### config.mk
export PLATFORM = sky130hd
export DESIGN_NAME = fetch_unit
export DESIGN_NICKNAME = d
export VERILOG_FILES = /design/src/rtl/fetch_unit.sv
export SDC_FILE = /design/constraint.sdc
export NUM_CORES = 1
export LEC_CHECK = 0
export ABC_AREA = 1
export BUFFER_PORTS_ARGS = -buffer_cell sky130_fd_sc_hd__buf_2
export CAP_MARGIN = 40
export CORE_MARGIN = 3
export CORE_UTILIZATION = 56
export DETAILED_ROUTE_END_ITERATION = 8
export GPL_ROUTABILITY_DRIVEN = 0
export PLACE_DENSITY = 0.92
export SLEW_MARGIN = 20
export SYNTH_ARGS = -nofsm -noshare
export SYNTH_HDL_FRONTEND = slang
export SYNTH_SLANG_ARGS = --single-unit
### constraint.sdc
create_clock -name clk -period 3 [get_ports clk]
set_input_delay 0.3 -clock clk [delete_from_list [all_inputs] [get_ports clk]]
set_output_delay 0.3 -clock clk [all_outputs]
set_load 0.02 [all_outputs]
### src/rtl/fetch_unit.sv
// rtl/fetch_unit.sv - two-byte instruction fetch sequencer with PC, redirect and decode handshake
//
// Purpose:
//   Pulls two consecutive bytes at pc from a byte-wide memory (address-load
//   strobe, then read strobe, data returned one cycle later), assembles a
//   16-bit instruction word and offers it to decode over ir_valid/ir_ready.
//   Execute-stage redirects (jump_en/jump_addr) abandon any fetch in flight.
//
// Configuration:
//   FETCH_LITTLE_ENDIAN_EN - when defined, the first fetched byte lands in
//   ir[7:0]; otherwise (default) it lands in ir[15:8].
//
// Ports:
//   clk          system clock, all state changes on posedge
//   rst          synchronous reset, active-low
//   mem_addr_en  memory address-register load strobe
//   mem_addr     address presented with mem_addr_en, held otherwise
//   mem_out_en   memory read strobe (data appears on mem_data next cycle)
//   mem_data     memory read data, only [7:0] used
//   ir_valid     ir holds a complete instruction
//   ir           fetched instruction word
//   ir_ready     decode accepts ir this cycle
//   jump_en      redirect request
//   jump_addr    redirect target byte address
//   pc           address of the next instruction to fetch

module fetch_unit #(
    parameter logic [15:0] RESET_PC = 16'h0000
) (
    input  logic        clk,
    input  logic        rst,
    output logic        mem_addr_en,
    output logic [15:0] mem_addr,
    output logic        mem_out_en,
    input  logic [15:0] mem_data,
    output logic        ir_valid,
    output logic [15:0] ir,
    input  logic        ir_ready,
    input  logic        jump_en,
    input  logic [15:0] jump_addr,
    output logic [15:0] pc
);

    typedef enum logic [2:0] {
        S_ADDR0 = 3'd0,
        S_READ0 = 3'd1,
        S_CAP0  = 3'd2,
        S_READ1 = 3'd3,
        S_CAP1  = 3'd4,
        S_HOLD  = 3'd5
    } state_t;

    state_t      state_q;
    logic [15:0] pc_q;
    logic [15:0] ir_q;
    logic        ir_valid_q;
    logic [7:0]  hi_q;
    logic [15:0] mem_addr_q;

    logic [15:0] addr_d;
    logic [15:0] ir_d;
    logic        unused_mem_hi;

    assign unused_mem_hi = ^mem_data[15:8];

    // Strobes are decoded from state alone; the only input allowed to
    // influence them is reset, which silences the memory interface.
    assign mem_addr_en = rst && ((state_q == S_ADDR0) || (state_q == S_CAP0));
    assign mem_out_en  = rst && ((state_q == S_READ0) || (state_q == S_READ1));

    // Second byte address wraps naturally through 16-bit arithmetic.
    assign addr_d   = (state_q == S_CAP0) ? (pc_q + 16'd1) : pc_q;
    assign mem_addr = mem_addr_en ? addr_d : mem_addr_q;

`ifdef FETCH_LITTLE_ENDIAN_EN
    assign ir_d = {mem_data[7:0], hi_q};
`else
    assign ir_d = {hi_q, mem_data[7:0]};
`endif

    always_ff @(posedge clk) begin
        if (!rst) begin
            state_q    <= S_ADDR0;
            pc_q       <= RESET_PC;
            ir_q       <= 16'h0000;
            ir_valid_q <= 1'b0;
            hi_q       <= 8'h00;
            mem_addr_q <= RESET_PC;
        end else begin
            if (mem_addr_en) begin
                mem_addr_q <= addr_d;
            end
            // A redirect wins over everything, including a handshake in the
            // same cycle (the held instruction is simply dropped as consumed)
            // and the final capture of a fetch that is now stale.
            if (jump_en) begin
                pc_q       <= jump_addr;
                ir_valid_q <= 1'b0;
                state_q    <= S_ADDR0;
            end else begin
                case (state_q)
                    S_ADDR0: state_q <= S_READ0;
                    S_READ0: state_q <= S_CAP0;
                    S_CAP0: begin
                        hi_q    <= mem_data[7:0];
                        state_q <= S_READ1;
                    end
                    S_READ1: state_q <= S_CAP1;
                    S_CAP1: begin
                        ir_q       <= ir_d;
                        ir_valid_q <= 1'b1;
                        pc_q       <= pc_q + 16'd2;
                        state_q    <= S_HOLD;
                    end
                    S_HOLD: begin
                        if (ir_ready) begin
                            ir_valid_q <= 1'b0;
                            state_q    <= S_ADDR0;
                        end
                    end
                    default: state_q <= S_ADDR0;
                endcase
            end
        end
    end

    assign ir_valid = ir_valid_q;
    assign ir       = ir_q;
    assign pc       = pc_q;

endmodule

==> results.sh, run 1 <==
export IMPL_rrSetupSlack_ns=1.14
export IMPL_crit_arrival_ns=2.17
export IMPL_synthCells=442
export IMPL_grt_setup_unrepaired="false"
export IMPL_area_delta_synth_final_pct=21.5
export IMPL_cts_root_buf="clkbuf_8"
export IMPL_hold_end="ir[5]"
export IMPL_initial_core_util_pct=60.3
export IMPL_synth_edff_count=0
export IMPL_top_layer="met4"
export IMPL_ys_ff_latch=60
export IMPL_insertion_delay_ns=0.35
export IMPL_h_tree_depth=3
export IMPL_min_path_cells=3
export IMPL_drc=0
export IMPL_synth_top_area_cell="dfxtp_1"
export IMPL_grt_pass1_wl_um=13700
export IMPL_crit_chain="ha_1 -> nand3_1 -> nor2_4 -> nand2_1 -> inv_2 -> nand2_1 -> nand2_1 -> nand3_1 -> nand2_1 -> inv_1 -> buf_2"
export IMPL_power_density_nw_per_um2=531
export IMPL_n_fill_cell=384
export IMPL_p_leak_nw=1.79
export IMPL_setup_ws_ns=0.535
export IMPL_gr_total_overflow=0
export IMPL_finalHoldViolations=0
export IMPL_synth_top_area_share_pct=40.6
export IMPL_irDropWorstVdd_uv=413
export IMPL_drt_wirelength_per_cell_um=13.9
export IMPL_routed_wirelength_um=8190
export IMPL_ys_top_cells_by_area="dfxtp_1 41%, nand2_1 13%, nor2_1 9.8%"
export IMPL_avgSynthCellArea_um2=6.70
export IMPL_ioPinCount=87
export IMPL_report_final_slew_viol_count=0
export IMPL_yosysUniqueCellTypes=31
export IMPL_cts_resized=0
export IMPL_grt_pass1_vias=2995
export IMPL_syn_nets=480
export IMPL_final_antenna_net_count=0
export IMPL_crit_buf_inv=3
export IMPL_postCtsHoldBufs=0
export IMPL_drive_gt1_share_pct=22.8
export IMPL_syn_area_um2=2960
export IMPL_skew_ns=0.00772
export IMPL_clk_path_buf_depth=2
export IMPL_critPathMostFrequentCell="nand2_1"
export IMPL_wl_met1_um=3470
export IMPL_yosysWarnings=0
export IMPL_dp_cells=573
export IMPL_fmax_ghz=0.406
export IMPL_antenna_found_initial=0
export IMPL_setup_viol=0
export IMPL_fin_crit_sh_pct=82.2
export IMPL_post_route_min_period_ns=2.47
export IMPL_fp_dieArea_um2=6200
export IMPL_fin_cells=589
export IMPL_synthArstFlopShare_pct=0
export IMPL_crit_slowest_cell="dfxtp_1"
export IMPL_worstSetupPathType="register to output port"
export IMPL_fin_setup_tns_ns=0
export IMPL_max_cap_violations=0
export IMPL_core_area_um2=4910
export IMPL_vias=3209
export IMPL_max_stage_delay_ns=0.45
export IMPL_vias_per_cell=5.45
export IMPL_numCtsBuffers=9
export IMPL_cp_end_kind="output port"
export IMPL_antenna_cells=0
export IMPL_cts_tree="yes"
export IMPL_drt_first_pass_iters=5
export IMPL_dp_hpwl_um=5550
export IMPL_nNetsFinal=555
export IMPL_rows=25
export IMPL_dp_slack_ns=0.876
export IMPL_clk_pin_slew_ns=0.07
export IMPL_slew_headroom_pct=63.4
export IMPL_port_buffers=78
export IMPL_worstMarginPinSlew_ns=0.548
export IMPL_hold_path_class="input pin to register"
export IMPL_critPathRequiredTime_ns=2.70
export IMPL_cp_top_family="simple AND/OR/NAND/NOR gates"
export IMPL_synthFlopType="dfxtp_1"
export IMPL_drt_iter0_drc=363
export IMPL_grt_usage_pct=28.1
export IMPL_clock_sinks=60
export IMPL_wl_met2_um=3690
export IMPL_grt_max_degree=31
export IMPL_die_w_um=78.7
export IMPL_reg2reg_from="state_q[2]"
export IMPL_crit_path_start_kind="register"
export IMPL_die_y_um=78.7
export IMPL_cts_setup_buffers=0
export IMPL_hp_start="mem_data[5]"
export IMPL_seq_area_frac_synth_pct=40.6
export IMPL_reg2reg_to="pc[1]"
export IMPL_wl_met3_um=817
export IMPL_status="complete, no violations"
export IMPL_path_max_fanout=9
export IMPL_r2r_cells=5
[power breakdown]
part | switching [mW] | internal (mW)
Combinational | 0.157 | 0.0824
Sequential | 0.0295 | 0.826
Clock | 0.327 | 0.490
[cells in the mapped netlist, types with 2 or more instances]
cell	n
dfxtp_1	60
a31oi_1	7
xnor2_1	2
nor2_4	3
inv_2	9
o21ai_1	6
inv_1	37
o21ai_0	36
a211oi_1	2
nand3_1	30
a21oi_1	23
nor3_2	2
o211ai_1	2
buf_2	6
nor2_1	77
nor3_1	2
clkbuf_1	8
nand4_1	7
ha_1	2
xor2_1	5
nand2_1	100
or2_2	7
[worst register-to-register path, stage by stage (launching register included)]
cell	delay (ns)
dfxtp_1	0.51
nand3_2	0.21
nor2_4	0.47
inv_2	0.29
o221ai_1	0.23
a21oi_1	0.06
[registers in the layout, indices dropped and copies added (netlist names)]
name,cells
mem_addr_q,16
ir,16
pc,16
hi_q,8
state_q,3
ir_valid,1
[kinds of logic after synthesis]
group,share of synthesized area (%)
xor gates and xnor gates,2.07
adders and majority gates,0.845
DFF,40.6
buffers and inverters,8.24
AOI/OAI and AO/OA,14.3
and+or+nand+nor,34.0
[cell usage in the layout, fill, tap and decap left out, types with 2 or more instances in the layout]
master / n
nand2_1: 100
buf_2: 78
nor2_1: 77
dfxtp_1: 60
inv_1: 37
o21ai_0: 36
nand3_1: 30
a21oi_1: 23
clkbuf_8: 10
inv_2: 9
nand4_1: 7
or2_2: 7
a31oi_1: 7
o21ai_1: 6
xor2_1: 5
nor2_4: 3
nor3_2: 2
xnor2_1: 2
nor3_1: 2
o211ai_1: 2
a211oi_1: 2
ha_1: 2
clkbuf_1: 2
bufinv_16: 2
buf_4: 2
[routing by layer]
layer	global-route usage, %	up-vias
met5	0	-
met4	14.7	0
met3	6.69	24
met2	43.2	178
met1	36.6	1426
li1	-	1581
[worst max path at each step]
stage,start,to,slack (ns),cells past startpoint
final,pc[2],mem_addr[13],0.53,11
after global routing,pc[2],mem_addr[13],0.37,11
after CTS,pc[2],mem_addr[13],0.59,11
after detailed placement,rst,mem_addr[2],0.88,8
after global placement,rst,mem_addr[2],0.92,8
after floorplan,pc[2],mem_addr[11],1.07,9
[through the flow]
stage	hold slack [ns]	utilization (%)	instance area, um^2	total power [mW]
after floorplan	0.435	-	2960	1.02
after global placement	0.461	68.8	3380	1.10
after global routing	0.199	73.2	3600	1.98
final	0.194	73.2	3600	1.91
after detailed placement	0.464	68.8	3380	1.11
after CTS	0.185	73.2	3600	1.91
[area by class of cell]
class                      count  area (um^2)  area share [%]
clock inverter                 4         72.6            2.02
multi-input combinational    320         1520            42.2
tap                           67         83.8            2.33
timing repair buffer          80          405            11.3
clock buffer                  12          145            4.03
sequential                    60         1200            33.4
inverter                      46          173            4.80
No activity file was read; power rests on OpenSTA's default activity.
==> inputs of run 2 (changes only) <==
--- a/config.mk
+++ b/config.mk
@@ -9,10 +9,10 @@
 export BUFFER_PORTS_ARGS = -buffer_cell sky130_fd_sc_hd__buf_2
 export CAP_MARGIN = 40
 export CORE_MARGIN = 3
-export CORE_UTILIZATION = 56
+export CORE_UTILIZATION = 47
 export DETAILED_ROUTE_END_ITERATION = 8
 export GPL_ROUTABILITY_DRIVEN = 0
-export PLACE_DENSITY = 0.92
+export PLACE_DENSITY = 0.83
 export SLEW_MARGIN = 20
 export SYNTH_ARGS = -nofsm -noshare
 export SYNTH_HDL_FRONTEND = slang
==> constraint.sdc (replaced) <==
create_clock -name clk -period 2.1 [get_ports clk]
set_input_delay 0.21 -clock clk [delete_from_list [all_inputs] [get_ports clk]]
set_output_delay 0.21 -clock clk [all_outputs]
set_load 0.02 [all_outputs]
==> run 2 against run 1 <==
  * Sequential share of layout area decreased by 2.5 points
  * First-iteration DRC count shrank 41%
  * Global-route usage fell by 3.6 points
  * Die area increased by 18%
  * Largest power group unchanged
==> results.sh, run 2 (synthesis results as in run 1) <==
export IMPL_status="complete, no violations"
export IMPL_clk_pin_slew_ns=0.07
export IMPL_die_w_um=85.4
export IMPL_insertion_delay_ns=0.35
export IMPL_skew_ns=0.00992
export IMPL_routed_wirelength_um=9170
export IMPL_setup_viol=0
export IMPL_regArea_um2=1220
export IMPL_drt_first_pass_iters=4
export IMPL_vias_per_cell=5.41
export IMPL_drt_wirelength_per_cell_um=14.7
export IMPL_die_y_um=85.4
export IMPL_fin_setup_tns_ns=0
export IMPL_cts_tree="yes"
export IMPL_grt_max_degree=30
export IMPL_h_tree_depth=3
export IMPL_crit_path_start_kind="register"
export IMPL_p_leak_nw=1.94
export IMPL_multi_input_area_um2=1630
export IMPL_max_stage_delay_ns=0.39
export IMPL_irDropWorstVdd_uv=544
export IMPL_grt_pass1_wl_um=14300
export IMPL_vias=3373
export IMPL_core_area_um2=6030
export IMPL_final_common_cell="nand2_1"
export IMPL_antenna_cells=0
export IMPL_antenna_found_initial=0
export IMPL_hold_path_class="input pin to register"
export IMPL_dp_hpwl_um=6010
export IMPL_ioPinCount=87
export IMPL_drc=0
export IMPL_final_cell_mix="92 x nand2_1, 75 x buf_2, 70 x nor2_1, 48 x dfxtp_1"
export IMPL_crit_arrival_ns=1.85
export IMPL_fin_crit_sh_pct=97.9
export IMPL_crit_chain="ha_4 -> nand3_4 -> nor2_4 -> nand2_2 -> inv_2 -> nand2_1 -> nand2_1 -> nand3_2 -> nand2_2 -> inv_1 -> buf_2"
export IMPL_rows=28
export IMPL_port_buffers=78
export IMPL_drive_gt1_share_pct=32.8
export IMPL_cp_end_kind="output port"
export IMPL_critPathRequiredTime_ns=1.89
export IMPL_area_delta_synth_final_pct=33.5
export IMPL_clk_path_buf_depth=2
export IMPL_power_density_nw_per_um2=703
export IMPL_gr_total_overflow=0
export IMPL_design_area_um2=3950
export IMPL_slew_headroom_pct=67.3
export IMPL_max_cap_violations=0
export IMPL_drt_iter0_drc=214
export IMPL_dpl_cell_area_um2=3430
export IMPL_worstSetupPathType="register to output port"
export IMPL_nNetsFinal=581
export IMPL_initial_core_util_pct=49.1
export IMPL_finalHoldViolations=0
export IMPL_path_max_fanout=6
export IMPL_clock_sinks=60
export IMPL_crit_slowest_cell="dfxtp_4"
export IMPL_postCtsHoldBufs=0
export IMPL_grt_usage_pct=24.5
export IMPL_cts_root_buf="clkbuf_8"
export IMPL_n_fill_cell=488
export IMPL_post_route_min_period_ns=2.06
export IMPL_grt_pass1_vias=3083
export IMPL_report_final_slew_viol_count=0
export IMPL_worstMarginPinSlew_ns=0.489
export IMPL_fp_dieArea_um2=7290
export IMPL_numCtsBuffers=9
export IMPL_final_antenna_net_count=0
export IMPL_fmax_ghz=0.486
## run 2: cell types whose count changed in the layout (fill, tap and decap cells not counted), moves of 7 or more
| cell | change |
|---|---|
| dfxtp_1 | -12 |
| nand2_2 | +8 |
| buf_4 | +26 |
| nand2_1 | -8 |
| nor2_1 | -7 |
| dfxtp_2 | +10 |
## run 2: repair_timing
item	in CTS	in global routing
pin swaps	4	16
endpoints found under the setup margin	11	12
setup buffers	7	13
gates resized for setup	13	37
## run 2: where the power goes
| group | switching (mW) | internal, mW |
|---|---|---|
| combinational | 0.249 | 0.153 |
| clock | 0.487 | 0.668 |
| sequential | 0.0426 | 1.18 |
## run 2: final timing paths
check | start | end | slack, ns | cells after the start
max reg2reg | state_q[1] | pc[13] | 0.50 | 6
max | pc[1] | mem_addr[13] | 0.04 | 11
min reg2reg | mem_addr_q[9] | mem_addr_q[9] | 0.47 | 2
min | mem_data[6] | hi_q[6] | 0.10 | 3
## run 2: critical path: cells and delay by family (launching register included)
family	cells	cell delay (ns)
AND/OR/NAND/NOR	7	0.67
flip-flops	1	0.39
buffers and inverters	3	0.26
adder cells (fa/ha/maj)	1	0.16
## run 2: final cells by class
cell class	instances	area share (%)
clock buffers	10	3.23
clock inverters	6	2.25
inverters	46	4.43
multi-input cells	320	41.2
flip-flops and latches	60	30.9
well taps	75	2.37
repair buffers	106	15.7
## run 2: per-layer routing
layer | wire [um] | vias to the layer above | track usage, %
li1 | - | 1628 | -
met1 | 3650 | 1543 | 30.0
met2 | 4420 | 161 | 39.1
met3 | 758 | 41 | 6.21
met4 | 335 | 0 | 13.7
met5 | 0 | - | 0
## run 2: stage by stage
stage | std cells | hold WS [ns] | worst slack, ns | power [mW] | util (%)
floorplan | 442 | 0.345 | 0.264 | 1.46 | -
global placement | 587 | 0.454 | 0.264 | 1.58 | 57.0
detailed placement | 587 | 0.457 | 0.197 | 1.59 | 57.0
CTS | 610 | 0.0893 | 0.00545 | 2.75 | 62.1
global route | 623 | 0.109 | -0.0610 | 2.88 | 65.6
finish | 623 | 0.100 | 0.0439 | 2.78 | 65.6
==> inputs of run 3 (changes only) <==
--- a/config.mk
+++ b/config.mk
@@ -9,10 +9,10 @@
 export BUFFER_PORTS_ARGS = -buffer_cell sky130_fd_sc_hd__buf_2
 export CAP_MARGIN = 40
 export CORE_MARGIN = 3
-export CORE_UTILIZATION = 47
+export CORE_UTILIZATION = 52
 export DETAILED_ROUTE_END_ITERATION = 8
 export GPL_ROUTABILITY_DRIVEN = 0
-export PLACE_DENSITY = 0.83
+export PLACE_DENSITY = 0.86
 export SLEW_MARGIN = 20
 export SYNTH_ARGS = -nofsm -noshare
 export SYNTH_HDL_FRONTEND = slang
==> constraint.sdc (replaced) <==
create_clock -name clk -period 2.35 [get_ports clk]
set_input_delay 0.235 -clock clk [delete_from_list [all_inputs] [get_ports clk]]
set_output_delay 0.235 -clock clk [all_outputs]
set_load 0.02 [all_outputs]
==> run 3 against run 2 <==
  * Sequential cell count unchanged
  * Die area fell by 9.0%
  * Final cell count fell by 4.2%
  * Largest cell class unchanged
  * Worst hold slack better by 0.030 ns
  * Non-clock buffer count shrank 21
  * Largest power group unchanged
  * Critical endpoint is now mem_addr[4]
  * Count of clock-buffer cells in the layout is 1 lower
==> results.sh, run 3 (synthesis results as in run 1) <==
export IMPL_h_tree_depth=3
export IMPL_worstSetupPathType="register to output port"
export IMPL_hp_start="mem_data[7]"
export IMPL_r2r_cells=7
export IMPL_reg2reg_to="mem_addr_q[4]"
export IMPL_drt_wirelength_per_cell_um=13.5
export IMPL_fin_cells=597
export IMPL_status="complete, no violations"
export IMPL_initial_core_util_pct=55.9
export IMPL_skew_ns=0.00753
export IMPL_rows=26
export IMPL_crit_path_start_kind="register"
export IMPL_grt_pass1_wl_um=13100
export IMPL_irDropWorstVdd_uv=457
export IMPL_final_core_util_pct=68.7
export IMPL_clock_sinks=60
export IMPL_cts_tree="yes"
export IMPL_crit_arrival_ns=1.95
export IMPL_drive_gt1_share_pct=25.0
export IMPL_clk_path_buf_depth=2
export IMPL_grt_pass1_vias=2867
export IMPL_p_leak_nw=1.81
export IMPL_ioPinCount=87
export IMPL_final_cell_mix="100 x nand2_1, 78 x buf_2, 77 x nor2_1, 57 x dfxtp_1, 37 x inv_1"
export IMPL_path_max_fanout=5
export IMPL_power_density_nw_per_um2=643
export IMPL_reg2reg_from="pc[0]"
export IMPL_numCtsBuffers=9
export IMPL_antenna_cells=0
export IMPL_cts_root_buf="clkbuf_8"
export IMPL_worstMarginPinSlew_ns=0.509
export IMPL_report_final_slew_viol_count=0
export IMPL_clk_pin_slew_ns=0.07
export IMPL_core_area_um2=5300
export IMPL_fin_crit_sh_pct=93.1
export IMPL_fp_dieArea_um2=6640
export IMPL_grt_max_degree=30
export IMPL_nNetsFinal=560
export IMPL_min_path_cells=3
export IMPL_insertion_delay_ns=0.35
export IMPL_vias_per_cell=5.37
export IMPL_die_y_um=81.5
export IMPL_port_buffers=78
export IMPL_rrSetupSlack_ns=0.76
export IMPL_hold_end="ir[7]"
export IMPL_critPathRequiredTime_ns=2.12
export IMPL_antenna_found_initial=0
export IMPL_final_antenna_net_count=0
export IMPL_final_common_cell="nand2_1"
export IMPL_dp_hpwl_um=5670
export IMPL_setup_viol=0
export IMPL_cp_end_kind="output port"
export IMPL_area_delta_synth_final_pct=23.1
export IMPL_dp_cells=578
export IMPL_drt_first_pass_iters=5
export IMPL_n_fill_cell=451
export IMPL_p_total_mw=2.34
export IMPL_gr_total_overflow=0
export IMPL_hold_path_class="input pin to register"
export IMPL_slew_headroom_pct=66.0
export IMPL_finalHoldViolations=0
export IMPL_routed_wirelength_um=8080
export IMPL_fin_setup_tns_ns=0
export IMPL_hold_ws_ns=0.130
export IMPL_post_route_min_period_ns=2.19
export IMPL_postCtsHoldBufs=0
export IMPL_drc=0
export IMPL_fmax_ghz=0.457
export IMPL_die_w_um=81.5
export IMPL_vias=3206
export IMPL_grt_usage_pct=25.8
export IMPL_max_cap_violations=0
export IMPL_drt_iter0_drc=250
## run 3: changes by cell type in the layout (fill, tap and decap cells not counted), moves of 2 or more
cell,change
buf_4,-21
dfxtp_1,+9
nand2_1,+8
nand2_2,-8
dfxtp_2,-7
nor2_1,+7
nor2_2,-6
buf_2,+3
buf_6,-3
dfxtp_4,-2
nand3_1,+2
nor3_2,+2
nor3_4,-2
## run 3: worst max path at each step
stage                     startpoint           end  slack, ns  cells past startpoint
final                          pc[0]   mem_addr[4]       0.16                      8
after CTS                      pc[2]  mem_addr[13]       0.03                     11
after detailed placement       pc[2]  mem_addr[13]       0.41                     11
after global placement         pc[2]  mem_addr[13]       0.45                     11
after floorplan                pc[2]  mem_addr[11]       0.49                      9
after global routing      state_q[0]  mem_addr[13]     -0.003                     11
## run 3: power breakdown
group          switching (mW)  internal, mW
Sequential             0.0372          1.05
Combinational           0.202         0.109
Clock                   0.446         0.494
## run 3: final cells by class
cell class / instances / area [um^2] / area share [%]
multi-input cells: 320 / 1540 / 42.2
clock buffers: 9 / 124 / 3.40
repair buffers: 85 / 443 / 12.2
flip-flops and latches: 60 / 1200 / 33.1
clock inverters: 7 / 76.3 / 2.09
well taps: 70 / 87.6 / 2.40
inverters: 46 / 173 / 4.74
## run 3: per-stage QoR
step           instance area (um^2)  setup WS [ns]
2_1_floorplan                  2960          0.489
5_1_grt                        3640       -0.00341
3_5_place_dp                   3400          0.413
4_1_cts                        3600         0.0331
6_report                       3640          0.161
3_3_place_gp                   3400          0.447
## run 3: critical path, cell delays in order, from the launching register on
cell     delay [ns]
dfxtp_1        0.41
ha_2           0.25
nand4_1        0.16
nor2_1         0.25
xor2_1         0.21
nand2_1        0.07
nand2_1        0.07
inv_1          0.04
buf_2          0.14
## run 3: routing by layer
metal | track usage (%) | share of wire [%] | vias up
met1 | 34.1 | 45 | 1445
met4 | 10.6 | 1.6 | 0
met3 | 6.47 | 9.4 | 12
met2 | 40.0 | 44 | 157
met5 | 0 | 0 | -
li1 | - | - | 1592
## run 3: timing repair
item / in CTS / in global routing
setup buffers: 0 / 3
setup endpoints to repair: 0 / 6
gates resized for setup: 0 / 7
